===== src/rtl/pong_game_ctrl.sv =====
// Pong game sequencer: tracks balls and BCD score, paces pauses through the
// external round timer, and freezes motion outside of active play.
module pong_game_ctrl #(
    parameter int NBALLS   = 3,
    parameter int TICK_DIV = 1
) (
    input  logic       clk,
    input  logic       reset,
    input  logic [1:0] btn,
    input  logic       refr_tick,
    input  logic       hit,
    input  logic       miss,
    input  logic       timer_up,
    output logic       timer_start,
    output logic       timer_tick,
    output logic       gra_still,
    output logic [1:0] state,
    output logic [1:0] balls,
    output logic [3:0] score_d1,
    output logic [3:0] score_d0
);

    typedef enum logic [1:0] {NEWGAME = 2'd0, PLAY = 2'd1, NEWBALL = 2'd2, OVER = 2'd3} state_t;

    localparam logic [1:0] BALLS_INIT = 2'(NBALLS);
    localparam logic [7:0] DIV_LAST   = 8'(TICK_DIV - 1);

    state_t     state_reg, state_next;
    logic [1:0] balls_next;
    logic [3:0] d1_next, d0_next;
    logic [7:0] div_cnt;

    always_ff @(posedge clk) begin
        if (!reset) begin
            div_cnt    <= '0;
            timer_tick <= 1'b0;
        end else begin
            timer_tick <= refr_tick && (div_cnt == DIV_LAST);
            if (refr_tick)
                div_cnt <= (div_cnt == DIV_LAST) ? 8'd0 : div_cnt + 8'd1;
        end
    end

    always_ff @(posedge clk) begin
        if (!reset) begin
            state_reg <= NEWGAME;
            balls     <= BALLS_INIT;
            score_d1  <= 4'd0;
            score_d0  <= 4'd0;
        end else begin
            state_reg <= state_next;
            balls     <= balls_next;
            score_d1  <= d1_next;
            score_d0  <= d0_next;
        end
    end

    always_comb begin
        state_next  = state_reg;
        balls_next  = balls;
        d1_next     = score_d1;
        d0_next     = score_d0;
        timer_start = 1'b0;
        case (state_reg)
            NEWGAME: begin
                if (btn != 2'b00) begin
                    state_next = PLAY;
                    balls_next = BALLS_INIT - 2'd1;
                    d1_next    = 4'd0;
                    d0_next    = 4'd0;
                end
            end
            PLAY: begin
                // A miss in the same cycle as a hit wins; the hit is dropped.
                if (miss) begin
                    timer_start = reset;
                    if (balls == 2'd0) begin
                        state_next = OVER;
                    end else begin
                        state_next = NEWBALL;
                        balls_next = balls - 2'd1;
                    end
                end else if (hit) begin
                    if (score_d0 == 4'd9) begin
                        d0_next = 4'd0;
                        d1_next = (score_d1 == 4'd9) ? 4'd0 : score_d1 + 4'd1;
                    end else begin
                        d0_next = score_d0 + 4'd1;
                    end
                end
            end
            NEWBALL: begin
                if (timer_up && (btn != 2'b00))
                    state_next = PLAY;
            end
            OVER: begin
                if (timer_up) begin
                    state_next = NEWGAME;
                    balls_next = BALLS_INIT;
                end
            end
            default: state_next = NEWGAME;
        endcase
    end

    assign state     = state_reg;
    assign gra_still = (state_reg != PLAY);

endmodule

===== config.mk =====
export PLATFORM = sky130hd
export DESIGN_NAME = pong_game_ctrl
export DESIGN_NICKNAME = d
export VERILOG_FILES = /design/src/rtl/pong_game_ctrl.sv
export SDC_FILE = /design/constraint.sdc
export NUM_CORES = 1
export LEC_CHECK = 0
export ABC_CLOCK_PERIOD_IN_PS = 2100
export BUFFER_PORTS_ARGS = -buffer_cell sky130_fd_sc_hd__buf_4
export CAP_MARGIN = 0
export CORE_MARGIN = 1
export CORE_UTILIZATION = 24
export DETAILED_ROUTE_END_ITERATION = 8
export PLACE_DENSITY = 0.38
export SKIP_LAST_GASP = 1
export SLEW_MARGIN = 5
export SYNTH_ARGS = -nofsm -noshare
export SYNTH_HDL_FRONTEND = slang
export SYNTH_SLANG_ARGS = --single-unit

===== constraint.sdc =====
create_clock -name clk -period 2.1 [get_ports clk]
set_input_delay 0.42 -clock clk [delete_from_list [all_inputs] [get_ports clk]]
set_output_delay 0.42 -clock clk [all_outputs]
set_load 0.02 [all_outputs]

==> qor_table.md <==
| Item | This run |
|:---|:---|
| Max-capacitance violation count | 0 |
| Initial core utilization | 25.0% |
| Post-synthesis register bit count | 21 |
| Worst path max stage delay | 480 ps |
| Status | finished clean |
| Overall die area | 5620 sq um |
| Max Fanout on Critical Path | 5 |
| Mean Syn Cell Area | 9.19 sq um |
| Capture instance of the worst register-to-register path | score_d1[3] |
| Clock root buffer | sky130_fd_sc_hd__clkbuf_8 |
| Distinct cell type count of the synthesized netlist | 41 |
| Router iterations before antenna repair | 4 |
| Number of buffers inserted during clock tree synthesis | 3 |
| Share of post-route cells with drive strength above 1 | 23.2% |
| Net Count, Synth | 159 |
| Die outline width | 75.0 um |
| Number of antenna diodes | 0 |
| Via count | 1,042 |
| Hold Path Origin | reset |
| Worst slew margin | 68.0% |
| VDD IR-drop max | 0.000358 V |
| Remaining global-route overflow | 0 |
| Num Clock Sinks | 21 |
| Hold Fails Final Rpt | 0 |
| Hold Crit Depth | 2 |
| Registers with the highest flip-flop counts | div_cnt (8), score_d0 (4), score_d1 (4) |
| Post-route worst hold slack | 399 ps |
| Slowest stage cell, crit path | sky130_fd_sc_hd__a2111oi_4 |
| Clock slew at reported path FFs | 80 ps |
| Transition time at the pin with the least slew margin | 480 ps |
| Largest net degree at the start of global routing | 12 |
| Max Root-Sink Buffers | 2 |
| Startpoint of the lowest-slack register-to-register path | state[1] |
| Global-route wire length before repair | 4.69 mm |
| Required arrival time at the worst endpoint | 2250 ps |
| Post-detailed-route wirelength per cell | 12.2 um |
| Number of setup violations in the final report | 0 |
| Initial antenna violation count | 0 |
| Drt drc | 0 |
| WHS Endpoint | balls[1] |
| Vert. Die Dim | 75.0 um |
| Type of the worst min-delay path | input port to register |
| Overall global routing resource usage | 10.9% |
| Number of warning messages in the yosys log | 0 |
| Number of inserted filler cells in the final layout | 549 |
| Reg with most FFs | div_cnt |
| Sort of element at the start of the critical path | register |
| Power per cell area | 959 nW/um^2 |
| Fmax | 0.515 GHz |
| Vias per std cell | 4.45 |
| TritonCTS clock tree | yes |
| Unrepaired setup endpoints after global routing | no |
| Violation count after the first detailed-route iteration | 35 |
| P_leak | 0.655 nW |
| Area taken by flip-flops and latches | 422 sq um |
| Flip-flop count of the largest register after layout | 8 |
| Clock latency reported for the late side of the worst-skew pair | 260 ps |
| HPWL after DPL | 2.21 mm |
| Remaining antenna violation count | 0 |
| Final sum of negative setup slack | 0 ps |
| Number of nets in the final layout | 185 |
| Critical Path AT | 2100 ps |
| Post-detailed-placement cell area | 1530 sq um |
| Setup CP Type | register to register |
| Growth of design area from synthesis to finish | 23.2% |
| Part of the cycle the worst path needs | 92.5% |
| Via count of the first global-routing pass | 1,011 |
| Total I/O pin count | 23 |
| Multi-input combinational cell area | 798 sq um |
| Critical Path End Type | register |
| Minimum clock period | 1940 ps |
| Gate Count Post-Synth | 139 |
| Number of max-slew violations in the final report | 0 |
| H-tree Lvls | 1 |
| Synth Cell Area | 1280 sq um |
| Buffers on Ports | 22 |
| Seq/Total Area, Yosys | 32.9% |
| Non-Filler Cell Area, Final | 1570 sq um |
| Final weighted congestion in routability-driven placement | 0.811 |
| Area of the core | 5110 sq um |
| Floorplan row count | 26 |
| Number of cell instances on the worst register-to-register path | 6 |
| Sequence of cells on the critical path | inv_1 -> ha_1 -> and2_1 -> a2111oi_4 -> o31ai_1 -> a32o_1 |
| Worst clock skew | 2.58 ps |
| Worst reg-to-reg setup slack | 160 ps |
| Total routed wirelength | 2.85 mm |
[critical path, delay by kind of cell, from the launching register on]
kind                     cells  cell delay (ps)
AO/OA/AOI/OAI                3              900
flip-flops                   1              400
adder cells (fa/ha/maj)      1              240
AND/OR/NAND/NOR              1              190
buffers and inverters        1              100
[area by class of cell]
cell class                      count  area share (%)
Multi-Input combinational cell    104            50.7
Clock buffer                        4            2.86
Tap cell                           70            5.56
Inverter                           11            2.62
Timing Repair Buffer               24            11.4
Sequential cell                    21            26.8
[routing by layer]
metal,part of all wire [%],vias to the layer above,wire length [um],global-route usage [%]
met5,0,-,0,0
met2,50,12,1440,19.7
met4,0.46,0,13,1.89
met3,2.6,2,73,2.81
li1,-,536,-,-
met1,47,492,1330,13.1
[Yosys cell counts]
cell | number | area, sq um
sky130_fd_sc_hd__a21oi_1 | 4 | 20.0
sky130_fd_sc_hd__buf_2 | 1 | 5.00
sky130_fd_sc_hd__nand3_1 | 2 | 10.0
sky130_fd_sc_hd__and3_1 | 1 | 6.26
sky130_fd_sc_hd__a211oi_1 | 1 | 7.51
sky130_fd_sc_hd__a2111oi_4 | 1 | 27.5
sky130_fd_sc_hd__and3_2 | 1 | 7.51
sky130_fd_sc_hd__mux2_4 | 1 | 15.0
sky130_fd_sc_hd__nor3_1 | 5 | 25.0
sky130_fd_sc_hd__o211ai_1 | 1 | 7.51
sky130_fd_sc_hd__clkbuf_1 | 1 | 3.75
sky130_fd_sc_hd__xnor2_1 | 4 | 35.0
sky130_fd_sc_hd__o31ai_1 | 1 | 7.51
sky130_fd_sc_hd__a31oi_1 | 2 | 12.5
sky130_fd_sc_hd__mux2_2 | 1 | 11.3
sky130_fd_sc_hd__a211o_1 | 1 | 8.76
sky130_fd_sc_hd__nand2_1 | 7 | 26.3
sky130_fd_sc_hd__or4_4 | 1 | 11.3
sky130_fd_sc_hd__and3b_1 | 2 | 17.5
sky130_fd_sc_hd__nand4_1 | 3 | 18.8
sky130_fd_sc_hd__or3_1 | 3 | 18.8
sky130_fd_sc_hd__ha_1 | 12 | 150
sky130_fd_sc_hd__nor2b_1 | 3 | 18.8
sky130_fd_sc_hd__nor2_1 | 18 | 67.6
sky130_fd_sc_hd__buf_6 | 1 | 11.3
sky130_fd_sc_hd__nor3b_4 | 1 | 18.8
sky130_fd_sc_hd__dfxtp_1 | 21 | 420
sky130_fd_sc_hd__nor4b_1 | 2 | 17.5
sky130_fd_sc_hd__nand3b_1 | 5 | 37.5
sky130_fd_sc_hd__a32o_1 | 1 | 10.0
sky130_fd_sc_hd__o22a_1 | 1 | 8.76
sky130_fd_sc_hd__o31ai_2 | 1 | 12.5
sky130_fd_sc_hd__o21ai_0 | 4 | 20.0
sky130_fd_sc_hd__xor2_1 | 3 | 26.3
sky130_fd_sc_hd__and2_1 | 1 | 6.26
sky130_fd_sc_hd__a2111oi_2 | 1 | 15.0
sky130_fd_sc_hd__nand4b_4 | 1 | 23.8
sky130_fd_sc_hd__mux2i_1 | 5 | 50.1
sky130_fd_sc_hd__nor4_1 | 1 | 6.26
sky130_fd_sc_hd__nand2b_1 | 2 | 12.5
sky130_fd_sc_hd__inv_1 | 11 | 41.3
[timing repair]
action	4_1_cts	5_1_grt
hold buffers	0	0
setup endpoints to repair	0	4
buffers inserted	0	0
resized for setup	0	2
[worst max-delay path by stage]
stage | cells past startpoint | to | slack [ps] | startpoint
final | 6 | score_d1[3] | 160 | state[1]
after global routing | 6 | score_d1[3] | 60 | state[1]
after CTS | 5 | score_d1[3] | 50 | state[0]
after detailed placement | 5 | balls[1] | 70 | state[0]
after global placement | 5 | balls[1] | 180 | state[0]
after floorplan | 7 | balls[1] | 150 | state[1]
[cells in the final DEF (no fill, tap or decap), drive strengths merged, types with 4 or more instances in the layout]
cell and instances:
xnor2 4, dfxtp 21, buf 24, ha 12, clkbuf 4, nand3b 5
o21ai 4, nor3 5, nand2 7, a21oi 4, nor2 18, inv 11
mux2i 5
[power breakdown]
part | leakage, nW | switching [mW] | total, mW | internal (mW)
Sequential | 0.171 | 0.0548 | 0.498 | 0.443
Combinational | 0.462 | 0.390 | 0.746 | 0.356
Clock | 0.0228 | 0.130 | 0.265 | 0.135
[cell families (layout without fill, tap and decap cells)]
logic type	count (synthesis)	count (layout)	share of synthesized area [%]
AOI/OAI and AO/OA	19	19	12.3
and+or+nand+nor	59	59	27.4
adders and majority gates	12	12	11.8
muxes	7	7	5.97
buffers and inverters	14	39	4.80
DFF	21	21	32.9
xor gates and xnor gates	7	7	4.80
[through the flow]
stage,utilization (%),cells,power [mW],setup slack (ps)
after floorplan,-,139,1.05,149
after global placement,29.9,230,1.25,177
after detailed placement,29.9,230,1.25,68.6
after CTS,30.7,234,1.53,48.8
after global routing,30.8,234,1.62,63.0
final,30.8,234,1.51,158
(Power assumes the default switching activity.)
